==> src/rtl/irq_pkg.sv <==
// Shared definitions for the timer/interrupt controller: register offsets,
// FSM encoding, TCON bit positions and a fixed-priority encoder.
package irq_pkg;

  localparam logic [2:0] OFF_TH    = 3'd0;
  localparam logic [2:0] OFF_TL    = 3'd1;
  localparam logic [2:0] OFF_TCON  = 3'd2;
  localparam logic [2:0] OFF_IMASK = 3'd3;
  localparam logic [2:0] OFF_IPEND = 3'd4;
  localparam logic [2:0] OFF_STATE = 3'd5;

  localparam int TCON_EN = 0;
  localparam int TCON_IE = 1;
  localparam int TCON_TF = 2;

  localparam logic [31:0] TL_MAX = 32'hFFFF_FFFF;

  typedef enum logic [1:0] {
    IDLE = 2'd0,
    REQ  = 2'd1,
    SVC  = 2'd2
  } irq_state_e;

  // Lowest set index wins; an all-zero vector yields 0.
  function automatic logic [2:0] lowest_set(input logic [7:0] vec);
    lowest_set = 3'd0;
    for (int i = 7; i >= 0; i--) begin
      if (vec[i]) lowest_set = 3'(i);
    end
  endfunction

endpackage

==> src/rtl/irq_timer_core.sv <==
// Free-running reload timer: TH/TL/TCON registers and the overflow request
// that feeds IPEND[0].
module irq_timer_core
  import irq_pkg::*;
(
  input  logic        clk,
  input  logic        reset,
  input  logic        th_we,
  input  logic        tl_we,
  input  logic        tcon_we,
  input  logic        tf_clr,
  input  logic [31:0] wdata,
  output logic [31:0] th,
  output logic [31:0] tl,
  output logic [2:0]  tcon,
  output logic        ovf_irq
);

  logic ovf;

  assign ovf     = tcon[TCON_EN] && (tl == TL_MAX);
  assign ovf_irq = ovf && tcon[TCON_IE];

  // NOTE: state registers use non-blocking assignments so every flop samples
  // the pre-edge values, regardless of statement order inside the block.
  always_ff @(posedge clk or negedge reset) begin
    if (!reset) begin
      th   <= '0;
      tl   <= '0;
      tcon <= '0;
    end else begin
      if (th_we) th <= wdata;

      // A software write to TL takes precedence over both reload and count.
      if (tl_we)               tl <= wdata;
      else if (ovf)            tl <= th;
      else if (tcon[TCON_EN])  tl <= tl + 32'd1;

      if (tcon_we) tcon[TCON_IE:TCON_EN] <= wdata[TCON_IE:TCON_EN];

      // Hardware set beats a simultaneous write-1-clear.
      if (ovf_irq)     tcon[TCON_TF] <= 1'b1;
      else if (tf_clr) tcon[TCON_TF] <= 1'b0;
    end
  end

endmodule

==> src/rtl/irq_timer_ctrl.sv <==
// Memory-mapped timer plus interrupt controller: bus decode, pending/mask
// registers and the request FSM that drives the CPU's Interrupt input.
module irq_timer_ctrl
  import irq_pkg::*;
#(
  parameter logic [31:0] BASE_ADDR = 32'h4000_0000,
  parameter int          NUM_EXT   = 2
) (
  input  logic               clk,
  input  logic               reset,
  input  logic [31:0]        addr,
  input  logic [31:0]        wdata,
  input  logic               MemWr,
  input  logic               MemRd,
  output logic [31:0]        rdata,
  input  logic [NUM_EXT-1:0] ext_irq,
  input  logic               PC_high,
  input  logic               irq_ack,
  output logic               Interrupt,
  output logic [2:0]         cause
);

  localparam int NSRC = NUM_EXT + 1;

  logic              sel;
  logic [2:0]        off;
  logic              wr;
  logic [31:0]       th;
  logic [31:0]       tl;
  logic [2:0]        tcon;
  logic              ovf_irq;
  logic [NSRC-1:0]   imask;
  logic [NSRC-1:0]   ipend;
  logic [NSRC-1:0]   active;
  logic [NSRC-1:0]   hw_set;
  logic [NSRC-1:0]   sw_clr;
  irq_state_e        state;
  logic              pc_high_q;
  logic              unused_ok;

  assign sel       = (addr[31:5] == BASE_ADDR[31:5]);
  assign off       = addr[4:2];
  assign wr        = MemWr && sel;
  assign unused_ok = &{1'b0, addr[1:0]};

  assign sw_clr = (wr && off == OFF_IPEND) ? wdata[NSRC-1:0] : '0;
  assign hw_set = {ext_irq, ovf_irq};
  assign active = ipend & imask;

  irq_timer_core u_core (
    .clk     (clk),
    .reset   (reset),
    .th_we   (wr && off == OFF_TH),
    .tl_we   (wr && off == OFF_TL),
    .tcon_we (wr && off == OFF_TCON),
    .tf_clr  (sw_clr[0]),
    .wdata   (wdata),
    .th      (th),
    .tl      (tl),
    .tcon    (tcon),
    .ovf_irq (ovf_irq)
  );

  always_ff @(posedge clk or negedge reset) begin
    if (!reset) begin
      imask <= '0;
      ipend <= '0;
    end else begin
      if (wr && off == OFF_IMASK) imask <= wdata[NSRC-1:0];
      ipend <= (ipend & ~sw_clr) | hw_set;
    end
  end

  // SVC exits on the falling edge of PC_high, not its level, so the cycles
  // before the CPU actually enters the handler do not end service early.
  always_ff @(posedge clk or negedge reset) begin
    if (!reset) begin
      state     <= IDLE;
      Interrupt <= 1'b0;
      cause     <= 3'd0;
      pc_high_q <= 1'b0;
    end else begin
      pc_high_q <= PC_high;
      case (state)
        IDLE: begin
          if (active != '0 && !PC_high) begin
            state     <= REQ;
            Interrupt <= 1'b1;
            cause     <= lowest_set(8'(active));
          end
        end
        REQ: begin
          if (irq_ack) begin
            state     <= SVC;
            Interrupt <= 1'b0;
          end else if (active == '0) begin
            state     <= IDLE;
            Interrupt <= 1'b0;
          end
        end
        SVC: begin
          if (pc_high_q && !PC_high) state <= IDLE;
        end
        default: begin
          state     <= IDLE;
          Interrupt <= 1'b0;
        end
      endcase
    end
  end

  // NOTE: rdata gets a default before the case so no path leaves it
  // unassigned, which would otherwise infer a latch.
  always_comb begin
    rdata = '0;
    if (sel && MemRd) begin
      case (off)
        OFF_TH:    rdata = th;
        OFF_TL:    rdata = tl;
        OFF_TCON:  rdata = {29'd0, tcon};
        OFF_IMASK: rdata = 32'(imask);
        OFF_IPEND: rdata = 32'(ipend);
        OFF_STATE: rdata = {30'd0, state};
        default:   rdata = '0;
      endcase
    end
  end

endmodule
==> config.mk <==
export PLATFORM = sky130hd
export DESIGN_NAME = irq_timer_ctrl
export DESIGN_NICKNAME = d
export VERILOG_FILES = /design/src/rtl/irq_pkg.sv /design/src/rtl/irq_timer_core.sv /design/src/rtl/irq_timer_ctrl.sv
export SDC_FILE = /design/constraint.sdc
export NUM_CORES = 1
export LEC_CHECK = 0
export CAP_MARGIN = 0
export CORE_MARGIN = 2
export CORE_UTILIZATION = 52
export CTS_BUF_LIST = sky130_fd_sc_hd__clkbuf_16
export CTS_CLUSTER_DIAMETER = 30
export DETAILED_ROUTE_END_ITERATION = 10
export GPL_TIMING_DRIVEN = 0
export PLACE_DENSITY = 0.82
export SLEW_MARGIN = 10
export SYNTH_ARGS = -nofsm -noshare
export SYNTH_HDL_FRONTEND = slang
export SYNTH_SLANG_ARGS = --single-unit
==> constraint.sdc <==
create_clock -name clk -period 3.64 [get_ports clk]
set_input_delay 0.728 -clock clk [delete_from_list [all_inputs] [get_ports clk]]
set_output_delay 0.728 -clock clk [all_outputs]
set_load 0.02 [all_outputs]
==> flow_metrics.env <==
export IMPL_critPathTopFamily="simple AND/OR/NAND/NOR gates"
export IMPL_synthDistinctLibCells=57
export IMPL_synth_seq_cells=79
export IMPL_avgSynthCellArea_um2=9.50
export IMPL_dieArea_mm2=0.0104
export IMPL_die_y_um=102
export IMPL_cts_htree_levels=3
export IMPL_fillerInstances=732
export IMPL_ff2ff_path_depth=7
export IMPL_clock_path_buffers=2
export IMPL_r2r_start="u_core.tl[1]"
export IMPL_vias_per_cell=6.44
export IMPL_cp_max_fo=10
export IMPL_clock_latency_ps=340
export IMPL_critPathLaunch="addr[5]"
export IMPL_cts_reportedPaths_clkPinSlew_ps=60
export IMPL_cp_required_ps=2910
export IMPL_vias=4963
export IMPL_design_core_area_mm2=0.00924
export IMPL_grt_use_total=0.307
export IMPL_regArea_mm2=0.00198
export IMPL_grt_pass1_wl_mm=24.7
export IMPL_path_buf_inv=4
export IMPL_finalHoldViolations=0
export IMPL_nets=712
export IMPL_cts_made_buffers=9
export IMPL_initial_core_util=0.538
export IMPL_syn_nets=596
export IMPL_cp_depth=9
export IMPL_yosys_area_share_adder=0.00252
export IMPL_fin_ws_ps=54.3
export IMPL_syn_to_final_growth_pct=28.7
export IMPL_clockRootBuffer="clkbuf_16"
export IMPL_place_ws_ps=-947
export IMPL_tightestPinTransition_ps=939
export IMPL_synth_compound_area_frac=0.204
export IMPL_synth_xor_area_share=0.0352
export IMPL_drive_gt1_frac=0.213
export IMPL_firstDrtPassIters=7
export IMPL_hold_path_class="in -> async"
export IMPL_crit_arrival_ps=2860
export IMPL_drt_iter0_drc=407
export IMPL_dp_hpwl_mm=11.0
export IMPL_synthTopCellsByCount="79 x dfrtp_1, 47 x nor2_1, 36 x mux2_2"
export IMPL_synthArstFlopShare=1.00
export IMPL_io_pins=108
export IMPL_muxShareOfSynthArea=0.110
export IMPL_grt_remaining_overflow=0
export IMPL_antenna_cells=0
export IMPL_cts_tree="done"
export IMPL_skew_ps=9.57
export IMPL_slew_headroom=0.368
export IMPL_crit_type="in -> out"
export IMPL_period_needed_ps=3590
export IMPL_peakVddDrop_mv=0.170
export IMPL_drc=0
export IMPL_endpoint_kind="output pin"
export IMPL_cts_sinks=79
export IMPL_portBuffers=103
export IMPL_ys_flop_type="dfrtp_1"
export IMPL_ant_nets=0
export IMPL_outcome="finished clean"
export IMPL_synth_seq_area_share=0.398
export IMPL_routed_wl_mm=15.4
export IMPL_regToRegSetupSlack_ps=630
export IMPL_rsz0062_at_grt="false"
export IMPL_cp_start_kind="primary input"
export IMPL_grt_pass1_vias=4856
export IMPL_ys_warnings_count=0
export IMPL_slowest_stage="or4_4"
export IMPL_yosys_area_top_type_share=0.398
export IMPL_synthSimpleGateAreaFrac=0.203
export IMPL_setup_viol=0
export IMPL_place_gp_congestion=1.01
export IMPL_synth_top_cell_by_area="dfrtp_1"
export IMPL_critical_path_endpoint="rdata[21]"
export IMPL_rows=35
export IMPL_cpPeakStageDelay_ps=570
export IMPL_synth_top_family_by_area="compound AO/OA/AOI/OAI gates"
export IMPL_synthCells=523
export IMPL_rr_endpoint="u_core.tl[25]"
export IMPL_layout_worst_path_cycle_share=0.985
export IMPL_synth_edf_count=0
export IMPL_cap_violations=0
export IMPL_antenna_found_initial=0
export IMPL_die_x_um=102
export IMPL_power_density_mw_per_mm2=286
export IMPL_fmax_ghz=0.279
export IMPL_syn_cell_area_mm2=0.00497
export IMPL_grt_start_max_net_pins=51
export IMPL_path_cells="clkdlybuf4s50_1 -> or4_4 -> nor3_4 -> nand3_2 -> a21o_1 -> buf_8 -> buf_6 -> nor2_2 -> buf_4"
export IMPL_hold_slack_ps=330
export IMPL_slew_violations=0
export IMPL_yosys_cell_count_top_type="dfrtp_1"
export IMPL_multi_input_area_mm2=0.00279
export IMPL_yosys_top_cells_area="dfrtp_1 40%, mux2_2 8.2%, a22oi_1 4.5%"
export IMPL_routedWlPerCell_um=20.0
export IMPL_leakagePower_uw=0.00271
[placed cells by master (no fill, tap or decap), drive strengths merged, types with 2 or more instances in the layout]
cell            n
clkinv          4
o21ai          24
nand2          23
nor4           11
o31ai          14
a22oi          30
o31a            2
nand3          21
o211a           9
o22ai           2
inv             8
a41oi           2
xor2           12
or4             6
or3             9
buf            35
a21o            6
mux2i          13
clkbuf         45
clkdlybuf4s50  70
a21oi          18
nor3           23
nor2           49
mux2           37
a22o            5
nand3b          2
and2            2
and3            6
xnor2           8
nor2b           3
a31oi           6
dfrtp          79
dlymetal6s2s    2
a211oi         14
and4            8
nand4          19
[power breakdown]
part / switching (µW) / internal (µW)
logic: 67.3 / 83.2
registers: 1.07 / 880
clock network: 349 / 449
[sequential cells by signal, summed over array words and instances (netlist names)]
| register | flops |
|---|---|
| u_core.tcon | 3 |
| imask | 3 |
| u_core.tl | 32 |
| state | 2 |
| cause | 2 |
| pc_high_q | 1 |
| ipend | 3 |
| u_core.th | 32 |
| Interrupt | 1 |
[stage by stage]
stage	area [µm²]	instances	utilization	power, µW	setup TNS, ps
3_3_place_gp	6160	755	0.667	1040	-94300
2_1_floorplan	4970	523	-	929	0
6_report	6390	771	0.692	1830	0
4_1_cts	6440	771	0.697	1830	-1.85
5_1_grt	6390	771	0.692	1880	0
3_5_place_dp	6190	756	0.670	1050	-19190
[per-layer routing]
layer | wire (µm) | up-vias | track usage
li1 | - | 2215 | -
met1 | 6080 | 2389 | 0.404
met2 | 7500 | 306 | 0.495
met3 | 1390 | 53 | 0.0607
met4 | 435 | 0 | 0.131
met5 | 0 | - | 0
[kinds of logic (layout without fill, tap and decap cells)]
logic type | Yosys count | in the layout
flip-flops | 79 | 79
multiplexers | 50 | 50
buffers and inverters | 48 | 167
AND/OR/NAND/NOR | 186 | 186
XOR/XNOR | 20 | 20
other | 1 | 1
adder cells (fa/ha/maj) | 1 | 1
AO/OA/AOI/OAI | 138 | 138
[final cells by class]
cell class	instances	share of cell area
well taps	129	0.0252
flip-flops and latches	79	0.309
clock buffers	9	0.0352
plain buffers	40	0.0356
repair buffers	105	0.149
multi-input cells	396	0.437
inverters	8	0.00470
clock inverters	5	0.00431
[repair_timing]
item | in CTS | in global routing
setup buffers | 1 | 0
setup endpoints to repair | 32 | 31
hold buffers | 0 | 0
cloned | 0 | 0
pin swaps | 2 | 2
gates resized for setup | 90 | 45
[worst min path at each step]
stage / cells past startpoint / to / start
after detailed placement: 1 / u_core.tcon[2] / u_core.tcon[2]
after global placement: 1 / u_core.tcon[2] / u_core.tcon[2]
after CTS: 1 / u_core.th[14] / reset
after global routing: 1 / u_core.th[14] / reset
after floorplan: 0 / Interrupt / reset
final: 1 / u_core.th[15] / reset
Note: power is estimated with default switching activity, not from simulation.
